$ cat src/rtl/fetch_unit_pkg.sv
// -----------------------------------------------------------------------------
// fetch_unit_pkg
//   Shared configuration for the instruction fetch stage: boot address, NOP
//   encoding, FSM state encodings and the state enum used by fetch_unit.
//
//   Configuration macros defined here:
//      TEXT_BEGIN          PC loaded on reset (start of .text)
//      INST_NOP            canonical RV32 NOP (addi x0, x0, 0)
//      FETCH_STATE_FETCH   encoding of the FETCH state
//      FETCH_STATE_DRAIN   encoding of the DRAIN state
//      FETCH_STATE_HALT    encoding of the HALT state
//
//   Optional feature macro: FETCH_MISALIGN_TRAP_EN (adds the HALT state).
// -----------------------------------------------------------------------------
`define TEXT_BEGIN        32'h0040_0000
`define INST_NOP          32'h0000_0013
`define FETCH_STATE_FETCH 2'd0
`define FETCH_STATE_DRAIN 2'd1
`define FETCH_STATE_HALT  2'd2

package fetch_unit_pkg;

   localparam logic [31:0] BOOT_ADDRESS = `TEXT_BEGIN;
   localparam logic [31:0] INST_NOP     = `INST_NOP;

   // Width of one buffered decode entry: {pc, inst}.
   localparam int unsigned ENTRY_W = 64;

   typedef enum logic [1:0] {
      ST_FETCH = `FETCH_STATE_FETCH,
      ST_DRAIN = `FETCH_STATE_DRAIN
`ifdef FETCH_MISALIGN_TRAP_EN
      , ST_HALT = `FETCH_STATE_HALT
`endif
   } fetch_state_t;

endpackage

$ cat src/rtl/fetch_buffer.sv
// -----------------------------------------------------------------------------
// fetch_buffer
//   2-entry synchronous FIFO. Used for the {pc, inst} data buffer (64 bits)
//   and for the request tag queue (32 bits).
//
//   Ports:
//      clock      in   rising-edge clock
//      reset      in   synchronous active-high reset, empties the FIFO
//      push       in   write wdata (ignored when full unless popping too)
//      pop        in   discard the head entry (ignored when empty)
//      flush      in   empty the FIFO; has priority over push and pop
//      wdata      in   WIDTH-bit entry to write
//      head       out  oldest entry; stale when occupancy == 0
//      occupancy  out  number of valid entries, 0..2
// -----------------------------------------------------------------------------
module fetch_buffer #(
   parameter int unsigned WIDTH = 64
) (
   input  logic             clock,
   input  logic             reset,
   input  logic             push,
   input  logic             pop,
   input  logic             flush,
   input  logic [WIDTH-1:0] wdata,
   output logic [WIDTH-1:0] head,
   output logic [1:0]       occupancy
);

   logic [WIDTH-1:0] mem [2];
   logic             wr_ptr;
   logic             rd_ptr;
   logic [1:0]       count;
   logic             do_push;
   logic             do_pop;

   assign do_pop  = pop && (count != 2'd0);
   // A full FIFO can still take a write when the head leaves the same cycle.
   assign do_push = push && ((count != 2'd2) || do_pop);

   always_ff @(posedge clock) begin
      if (reset || flush) begin
         wr_ptr <= 1'b0;
         rd_ptr <= 1'b0;
         count  <= 2'd0;
      end else begin
         if (do_push) begin
            mem[wr_ptr] <= wdata;
            wr_ptr      <= ~wr_ptr;
         end
         if (do_pop) begin
            rd_ptr <= ~rd_ptr;
         end
         case ({do_push, do_pop})
            2'b10:   count <= count + 2'd1;
            2'b01:   count <= count - 2'd1;
            default: count <= count;
         endcase
      end
   end

   assign head      = mem[rd_ptr];
   assign occupancy = count;

endmodule

$ cat src/rtl/fetch_unit.sv
// -----------------------------------------------------------------------------
// fetch_unit
//   RV32 instruction fetch stage. Owns the PC, issues word requests to
//   instruction memory, buffers returned words and hands {pc, inst} to decode.
//   Redirects from execute flush every fetched word and restart at a new PC.
//
//   Ports:
//      clock            in   sole clock, rising edge
//      reset            in   synchronous, active-high
//      imem_req         out  fetch request
//      imem_addr        out  word address of the request (4-byte aligned)
//      imem_gnt         in   request accepted this cycle
//      imem_rvalid      in   in-order response valid (>= 1 cycle after grant)
//      imem_rdata       in   instruction word of the response
//      redirect_valid   in   flush and restart fetch
//      redirect_target  in   new PC
//      id_valid         out  instruction available to decode
//      id_ready         in   decode accepts
//      id_inst          out  instruction word (holds last value when empty)
//      id_pc            out  address of id_inst (holds last value when empty)
//      misaligned_exc   out  in HALT after a misaligned redirect
//                            (only with FETCH_MISALIGN_TRAP_EN)
//      fetch_state      out  current FSM state (debug)
//
//   Handshakes: a transfer happens on a rising edge where valid and ready are
//   both high (imem_req/imem_gnt, id_valid/id_ready). The producer holds valid
//   and payload until the transfer, except that a redirect withdraws both.
//
//   Macro FETCH_MISALIGN_TRAP_EN: misaligned redirect targets enter HALT and
//   raise misaligned_exc. Without it the low target bits are forced to zero.
// -----------------------------------------------------------------------------
module fetch_unit
   import fetch_unit_pkg::*;
(
   input  logic        clock,
   input  logic        reset,
   output logic        imem_req,
   output logic [31:0] imem_addr,
   input  logic        imem_gnt,
   input  logic        imem_rvalid,
   input  logic [31:0] imem_rdata,
   input  logic        redirect_valid,
   input  logic [31:0] redirect_target,
   output logic        id_valid,
   input  logic        id_ready,
   output logic [31:0] id_inst,
   output logic [31:0] id_pc,
`ifdef FETCH_MISALIGN_TRAP_EN
   output logic        misaligned_exc,
`endif
   output logic [1:0]  fetch_state
);

   fetch_state_t state;
   logic [31:0]  pc;
   logic [1:0]   discard;
   logic [1:0]   outstanding;
   logic [1:0]   occupancy;
   logic [1:0]   out_after_rsp;
   logic [2:0]   credit;
   logic         fire;
   logic         push_buf;
   logic         pop_buf;
   logic [31:0]  tag_head;
   logic [63:0]  buf_head;
   logic [31:0]  last_inst;
   logic [31:0]  last_pc;
   logic [1:0]   target_low;
   logic [31:0]  pc_target;
`ifdef FETCH_MISALIGN_TRAP_EN
   logic         target_misaligned;
   logic         halt_pending;
`endif

   // ---------------------------------------------------------------- targets
`ifdef FETCH_MISALIGN_TRAP_EN
   assign target_misaligned = (redirect_target[1:0] != 2'b00);
`endif
   // The PC register only ever holds word addresses.
   assign target_low = redirect_target[1:0] & 2'b00;
   assign pc_target  = {redirect_target[31:2], target_low};

   // ------------------------------------------------------------ issue logic
   // Every outstanding request has a reserved buffer slot, so the buffer can
   // never overflow: outstanding + occupancy never exceeds 2.
   assign credit    = {1'b0, outstanding} + {1'b0, occupancy};
   assign imem_req  = !reset && (state == ST_FETCH) && !redirect_valid &&
                      (credit < 3'd2);
   assign imem_addr = pc;
   assign fire      = imem_req && imem_gnt;

   // Outstanding requests after this cycle's response, before any new grant.
   assign out_after_rsp = outstanding - {1'b0, imem_rvalid};

   // A response is kept only when no redirect is in flight and no stale
   // responses remain to be dropped.
   assign push_buf = imem_rvalid && !redirect_valid && (discard == 2'd0);
   assign pop_buf  = id_valid && id_ready;

   // ------------------------------------------------------------- tag queue
   // Holds the PC of every granted request until its response returns, so
   // its occupancy is exactly the outstanding-request count. Responses that
   // are discarded still retire their tag, which keeps the queue aligned.
   fetch_buffer #(.WIDTH(32)) u_tag_queue (
      .clock     (clock),
      .reset     (reset),
      .push      (fire),
      .pop       (imem_rvalid),
      .flush     (1'b0),
      .wdata     (pc),
      .head      (tag_head),
      .occupancy (outstanding)
   );

   // ----------------------------------------------------------- data buffer
   fetch_buffer #(.WIDTH(ENTRY_W)) u_data_buffer (
      .clock     (clock),
      .reset     (reset),
      .push      (push_buf),
      .pop       (pop_buf),
      .flush     (redirect_valid),
      .wdata     ({tag_head, imem_rdata}),
      .head      (buf_head),
      .occupancy (occupancy)
   );

   // ------------------------------------------------------ decode interface
   assign id_valid = (occupancy != 2'd0);
   assign id_inst  = id_valid ? buf_head[31:0]  : last_inst;
   assign id_pc    = id_valid ? buf_head[63:32] : last_pc;

   // Remember the most recently presented entry so the outputs hold steady
   // while the buffer is empty.
   always_ff @(posedge clock) begin
      if (reset) begin
         last_inst <= INST_NOP;
         last_pc   <= BOOT_ADDRESS;
      end else if (id_valid) begin
         last_inst <= buf_head[31:0];
         last_pc   <= buf_head[63:32];
      end
   end

   // ------------------------------------------------- FSM, PC and discards
   always_ff @(posedge clock) begin
      if (reset) begin
         state   <= ST_FETCH;
         pc      <= BOOT_ADDRESS;
         discard <= 2'd0;
`ifdef FETCH_MISALIGN_TRAP_EN
         halt_pending <= 1'b0;
`endif
      end else if (redirect_valid) begin
         // No request is issued this cycle, so every request still pending
         // after this cycle's response belongs to the old path.
         pc      <= pc_target;
         discard <= out_after_rsp;
`ifdef FETCH_MISALIGN_TRAP_EN
         halt_pending <= target_misaligned;
`endif
         if (out_after_rsp != 2'd0) begin
            state <= ST_DRAIN;
         end
`ifdef FETCH_MISALIGN_TRAP_EN
         else if (target_misaligned) begin
            state <= ST_HALT;
         end
`endif
         else begin
            state <= ST_FETCH;
         end
      end else begin
         if (fire) begin
            pc <= pc + 32'd4;
         end
         if (imem_rvalid && (discard != 2'd0)) begin
            discard <= discard - 2'd1;
         end
         case (state)
            ST_DRAIN: begin
               if (discard == 2'd0) begin
`ifdef FETCH_MISALIGN_TRAP_EN
                  state <= halt_pending ? ST_HALT : ST_FETCH;
`else
                  state <= ST_FETCH;
`endif
               end
            end
            default: state <= state;
         endcase
      end
   end

`ifdef FETCH_MISALIGN_TRAP_EN
   assign misaligned_exc = (state == ST_HALT);
`endif
   assign fetch_state = state;

endmodule

$ cat config.mk
export PLATFORM = sky130hd
export DESIGN_NAME = fetch_unit
export DESIGN_NICKNAME = d
export VERILOG_FILES = /design/src/rtl/fetch_unit_pkg.sv /design/src/rtl/fetch_buffer.sv /design/src/rtl/fetch_unit.sv
export SDC_FILE = /design/constraint.sdc
export NUM_CORES = 1
export LEC_CHECK = 0
export BUFFER_PORTS_ARGS = -buffer_cell sky130_fd_sc_hd__buf_2
export CAP_MARGIN = 10
export CORE_AREA = 2 2 155 157
export CTS_CLUSTER_SIZE = 20
export DETAILED_ROUTE_END_ITERATION = 7
export DIE_AREA = 0 0 157 159
export PLACE_DENSITY = 0.73
export SYNTH_ARGS = -nofsm -noshare
export SYNTH_HDL_FRONTEND = slang
export SYNTH_SLANG_ARGS = --single-unit
$ cat constraint.sdc
create_clock -name clock -period 18.8 [get_ports clock]
set_input_delay 5.64 -clock clock [delete_from_list [all_inputs] [get_ports clock]]
set_output_delay 5.64 -clock clock [all_outputs]
set_load 0.01 [all_outputs]
== Yosys cells after proc, flatten, opt, wreduce, memory -nomap -nowiden ==
Memory sizes are Yosys's and may differ from the RTL's. A register that Yosys moved wholly into a read port is not among the register bits.
Index checks and enable logic that the tools add are counted.

* Memories: 2
* Logic and storage cells: 87
* Register bits after elaboration: 108
* Bits in writable memories: 192

* Magnitude comparators: 1
* Muxes and demuxes: 22
* Reduce and logical (&&, ||, !) cells: 31
* Add/subtract/negate cells: 8
* Bitwise operators: 4
* Equality and inequality tests: 7

{| class="wikitable"
|+ Memory list
! name !! words !! width !! read ports !! clocked after Yosys merged registers in !! write ports !! RTL line !! text
|-
| u_data_buffer.mem || 2 || 64 || 1 || 1 || 1 || fetch_buffer.sv:29 || <nowiki>logic [WIDTH-1:0] mem [2];</nowiki>
|-
| u_tag_queue.mem || 2 || 32 || 1 || 1 || 1 || fetch_buffer.sv:29 ||
|}

{| class="wikitable"
|+ Operators with widths
! operator !! number
|-
| 32-bit 2-to-1 mux || 4
|-
| 32-bit by 3-bit adder with 32-bit output (second input constant) || 1
|-
| 2-bit nonzero test || 10
|-
| 1-bit logical AND || 12
|-
| 1-bit 2-to-1 mux || 11
|-
| 2-bit 2-to-1 mux || 5
|-
| 2-bit one-hot mux with 2 select lines || 2
|-
| 2-bit by 1-bit equality test with 1-bit output (second input constant) || 3
|-
| 2-bit by 1-bit subtractor with 2-bit output (second input constant) || 3
|-
| 2-bit by 1-bit adder with 2-bit output (second input constant) || 2
|-
| 2-bit equality test (second input constant) || 2
|-
| 2-bit logical NOT || 2
|-
| 2-bit inequality test (second input constant) || 2
|-
| 1-bit NOT || 4
|-
| 2-bit by 2-bit adder with 3-bit output || 1
|-
| 1-bit logical OR || 3
|-
| 3-bit by 2-bit less-than comparator with 1-bit output (second input constant) || 1
|-
| 1-bit logical NOT || 2
|-
| 2-bit AND reduction || 1
|-
| 2-bit OR reduction || 1
|-
| 2-bit by 1-bit subtractor with 2-bit output || 1
|}

== Logic depth before layout (Yosys ltp) ==
* Word-level depth: 9
* Depth in mapped cells: 9

== By module ==
From an unflattened synthesis, not the netlist that was laid out.

* Cell total of the unflattened synthesis: 808
* Area, all modules: 11,822.6 µm²

{| class="wikitable"
|+ By module, submodules not included
! module !! area an instance (µm²) !! seq. area each (µm²) !! cells each !! times used
|-
| fetch_buffer (u_data_buffer) || 4,844.6 || 3,943.8 || 226 || 1
|-
| fetch_unit || 4,431.8 || 1,941.9 || 455 || 1
|-
| fetch_buffer (u_tag_queue) || 2,546.2 || 2,021.9 || 127 || 1
|}

== Worst setup path after synthesis ==
Ideal clock, no wire load.

* Path type: input -> output
* Start point: in reset
* End point: out imem_req
* Data required time: 13,160 ps
* Stages: 4
* Buffers on the path: 2
* Slack: 6,580 ps
* Arrival time: 6,580 ps
* Path through: clkbuf_1 or2_2 clkbuf_1 nor4_1

* Word-level cells in the longest chain between the ends: 4

{| class="wikitable"
|+ RTL lines
! what !! RTL line !! text
|-
| from (decl) || fetch_unit.sv:36 || <nowiki>input logic reset,</nowiki>
|-
| 1-bit logical NOT || fetch_unit.sv:87 || <nowiki>assign imem_req = !reset && (state == ST_FETCH) && !redirect_valid &&</nowiki>
|-
| 1-bit logical AND (3 in a row) || fetch_unit.sv:87 ||
|-
| to (decl) || fetch_unit.sv:37 || <nowiki>output logic imem_req,</nowiki>
|}

No other way between the ends.

== Final worst setup path ==
* Start point: in redirect_valid
* End point: out imem_req

* Word-level cells in the longest chain between the ends: 3

{| class="wikitable"
|+ RTL lines
! what !! RTL line !! text
|-
| from (decl) || fetch_unit.sv:42 || <nowiki>input logic redirect_valid,</nowiki>
|-
| 1-bit logical NOT || fetch_unit.sv:87 ||
|-
| 1-bit logical AND (2 in a row) || fetch_unit.sv:87 ||
|}

No other way between the ends.

==> out/metrics.cfg <==
[critical_path]
r2r_start=u_tag_queue.occupancy[0]
start_kind=primary input
worstPathRequired_ns=13.16
r2r_setup_slack_ns=14.49
path_max_fanout=42
crit_arrival_ns=6.85
end_kind=primary output
reg2reg_depth=7
worstSetupPathType=primary input to primary output
reg2reg_to=u_tag_queue.mem[1][20]

[synthesis]
yosys_warnings=0
syn_area_per_cell_sq_um=13.07
synth_cell_types=53
ys_ff_latch=291
synthArstFlopShare_pct=0
synth_common_cells=edfxtp_1 (184), dfxtp_1 (107), nand2_1 (98)
synth.top_cell.area_share_pct=48.15
synthFlopType=edfxtp_1
synthesis.instances=878
synth_most_common_cell=edfxtp_1
yosysTopAreaCell=edfxtp_1
synth_seq_area_share_pct=66.81
synth-edff-count=184
synthesis.area_sq_um=11480
ys_top_cells_by_area=edfxtp_1 (48%), dfxtp_1 (19%), mux2i_1 (5.6%)

[clocking]
cts_hold_buffers=0
htreeDepth=1
clk_transition_reported_paths_ns=0.06
clkSinkCount=291
cts_tree=built
cts-resized-gates=0
cts_buffers=30
postCtsSetupBuffers=0
cts-root-buf=clkbuf_16
cts.path.max_buffers=3
insertion_delay_ns=0.54

[floorplanning]
die_width_um=157
die_h_um=159
die-area_sq_um=24960
std_cell_rows=56
core-area_sq_um=23190
io_pins=170
initial_utilization_pct=49.48

[placement]
post_dp_cell_area_sq_um=12510
routabilityCongestion=0.7767
portBuffers=164
place_hpwl_um=15210

[timing]
setup_viol=0
final.period_utilization_pct=66.44
relSlewSlack_pct=27.10
tns_ns=0
maxSlewViolCount=0
finClkSkew_ns=0.01089
fmax_ghz=0.08006
worst_hold_slack_ns=0.5136
hold_viol=0
timing.final.crit_period_ns=12.49
rsz0062_at_grt=false
max_slew.worst_pin.slew_ns=1.094

[route]
via_count=7111
drt-initial-drc-count=537
vias_per_cell=5.168
first_pass_iters=4
drt_wl_total_um=24120
drc_errors=0
antenna_left=0
routedWlPerCell_um=17.53

[finish]
final_util_pct=58.11
area_growth_pct=17.43
nNetsFinal=1107
drive_gt1_share_pct=26.33
stdcell_area_sq_um=13480

[pwr]
p_per_area_nw_per_um2=100.3
vdd_drop_max_v=0.00005632
p_leak_nw=4.850

[global_route]
grt_overflow=0
grt_pass1_wl_um=37810
grt_max_degree=116
track_usage_pct=19.23
antenna_found_initial=2
grt_pass1_vias=6969

[flow_run]
drv_cap=0

[hold_path]
hold_path_startpoint=u_tag_queue.rd_ptr
min-delay-path-class=flip-flop to flip-flop
worstHoldPathCells=2
hold-path-endpoint=u_tag_queue.rd_ptr

[outcome]
status=finished, final reports clean

[per-stage QoR]
stage / cells / setup slack, ns / power [mW]
3_3_place_gp: 1318 / 6.263 / 0.7973
2_1_floorplan: 880 / 6.580 / 0.7667
6_report: 1376 / 6.309 / 1.352
4_1_cts: 1374 / 6.290 / 1.364
5_1_grt: 1376 / 6.162 / 1.400
3_5_place_dp: 1318 / 6.296 / 0.8003
[routing by layer]
layer	wire (um)	vias to the layer above	part of all wire (%)	GRT usage [%]
met5	13	-	0.054	0
li1	-	3474	-	-
met3	1305	41	5.4	3.566
met2	12030	180	50	32.50
met1	10250	3414	43	25.28
met4	520	2	2.2	5.671
[cells by family after synthesis]
| kind of cell | after synthesis | synth area share, % |
|---|---|---|
| buffers and inverters | 63 | 2.791 |
| flip-flops | 291 | 66.81 |
| XOR/XNOR | 27 | 2.061 |
| other | 1 | 0.03268 |
| AO/OA/AOI/OAI | 121 | 5.844 |
| adder cells (fa/ha/maj) | 5 | 0.6106 |
| multiplexers | 97 | 8.820 |
| AND/OR/NAND/NOR | 273 | 13.03 |
[how the worst max path moves through the flow]
| stage | startpoint | end | slack, ns |
|---|---|---|---|
| final | redirect_valid | imem_req | 6.31 |
| after global placement | redirect_valid | imem_req | 6.26 |
| after detailed placement | redirect_valid | imem_req | 6.30 |
| after floorplan | reset | imem_req | 6.58 |
| after global routing | redirect_valid | imem_req | 6.16 |
| after CTS | redirect_valid | imem_req | 6.29 |
[cell type report]
cell class / instances / area [sq um]
fillers: 1879 / 9716
flip-flops and latches: 291 / 7671
multi-input cells: 526 / 3515
repair buffers: 174 / 902.1
clock buffers: 45 / 878.3
well taps: 319 / 399.1
clock inverters: 11 / 75.07
inverters: 9 / 33.78
diodes: 1 / 2.502
[flip-flops by register name, summed over array words and instances (netlist names), named ones only]
signal and count:
u_tag_queue.mem 60, discard 2, fetch_state 1, u_data_buffer.rd_ptr 1, u_data_buffer.mem 124, last_inst 32
u_tag_queue.occupancy 2, u_tag_queue.wr_ptr 1, imem_addr 30, last_pc 32, u_data_buffer.wr_ptr 1, u_data_buffer.occupancy 2
u_tag_queue.rd_ptr 1
[critical path, stage by stage]
cell and delay [ns]:
buf_2 0.34, or2_2 0.48, nor4_1 0.18, buf_2 0.20
[layout by cell type (no fill, tap or decap), types with 6 or more instances in the layout]
master,netlist,routed
nor4_1,6,6
nand2_1,98,98
and2_1,14,14
a21oi_1,22,22
nor3_1,11,9
clkinv_2,0,6
nand4_1,10,10
a31oi_1,8,8
buf_4,3,10
clkbuf_16,0,31
buf_2,12,163
inv_1,9,9
dfxtp_1,107,106
xor2_1,6,6
mux2i_1,64,64
xnor2_1,21,21
o22ai_1,10,10
nand3_1,9,9
nor2_1,28,27
edfxtp_1,184,184
mux2_2,33,33
nor2b_1,62,62
o21ai_0,68,68
clkbuf_1,31,9
[report_power, final]
group          total (mW)  switching, mW  internal [mW]
Sequential          0.706         0.0124          0.694
Clock               0.565          0.231          0.334
Combinational      0.0802         0.0474         0.0328
(Power assumes the default switching activity.)
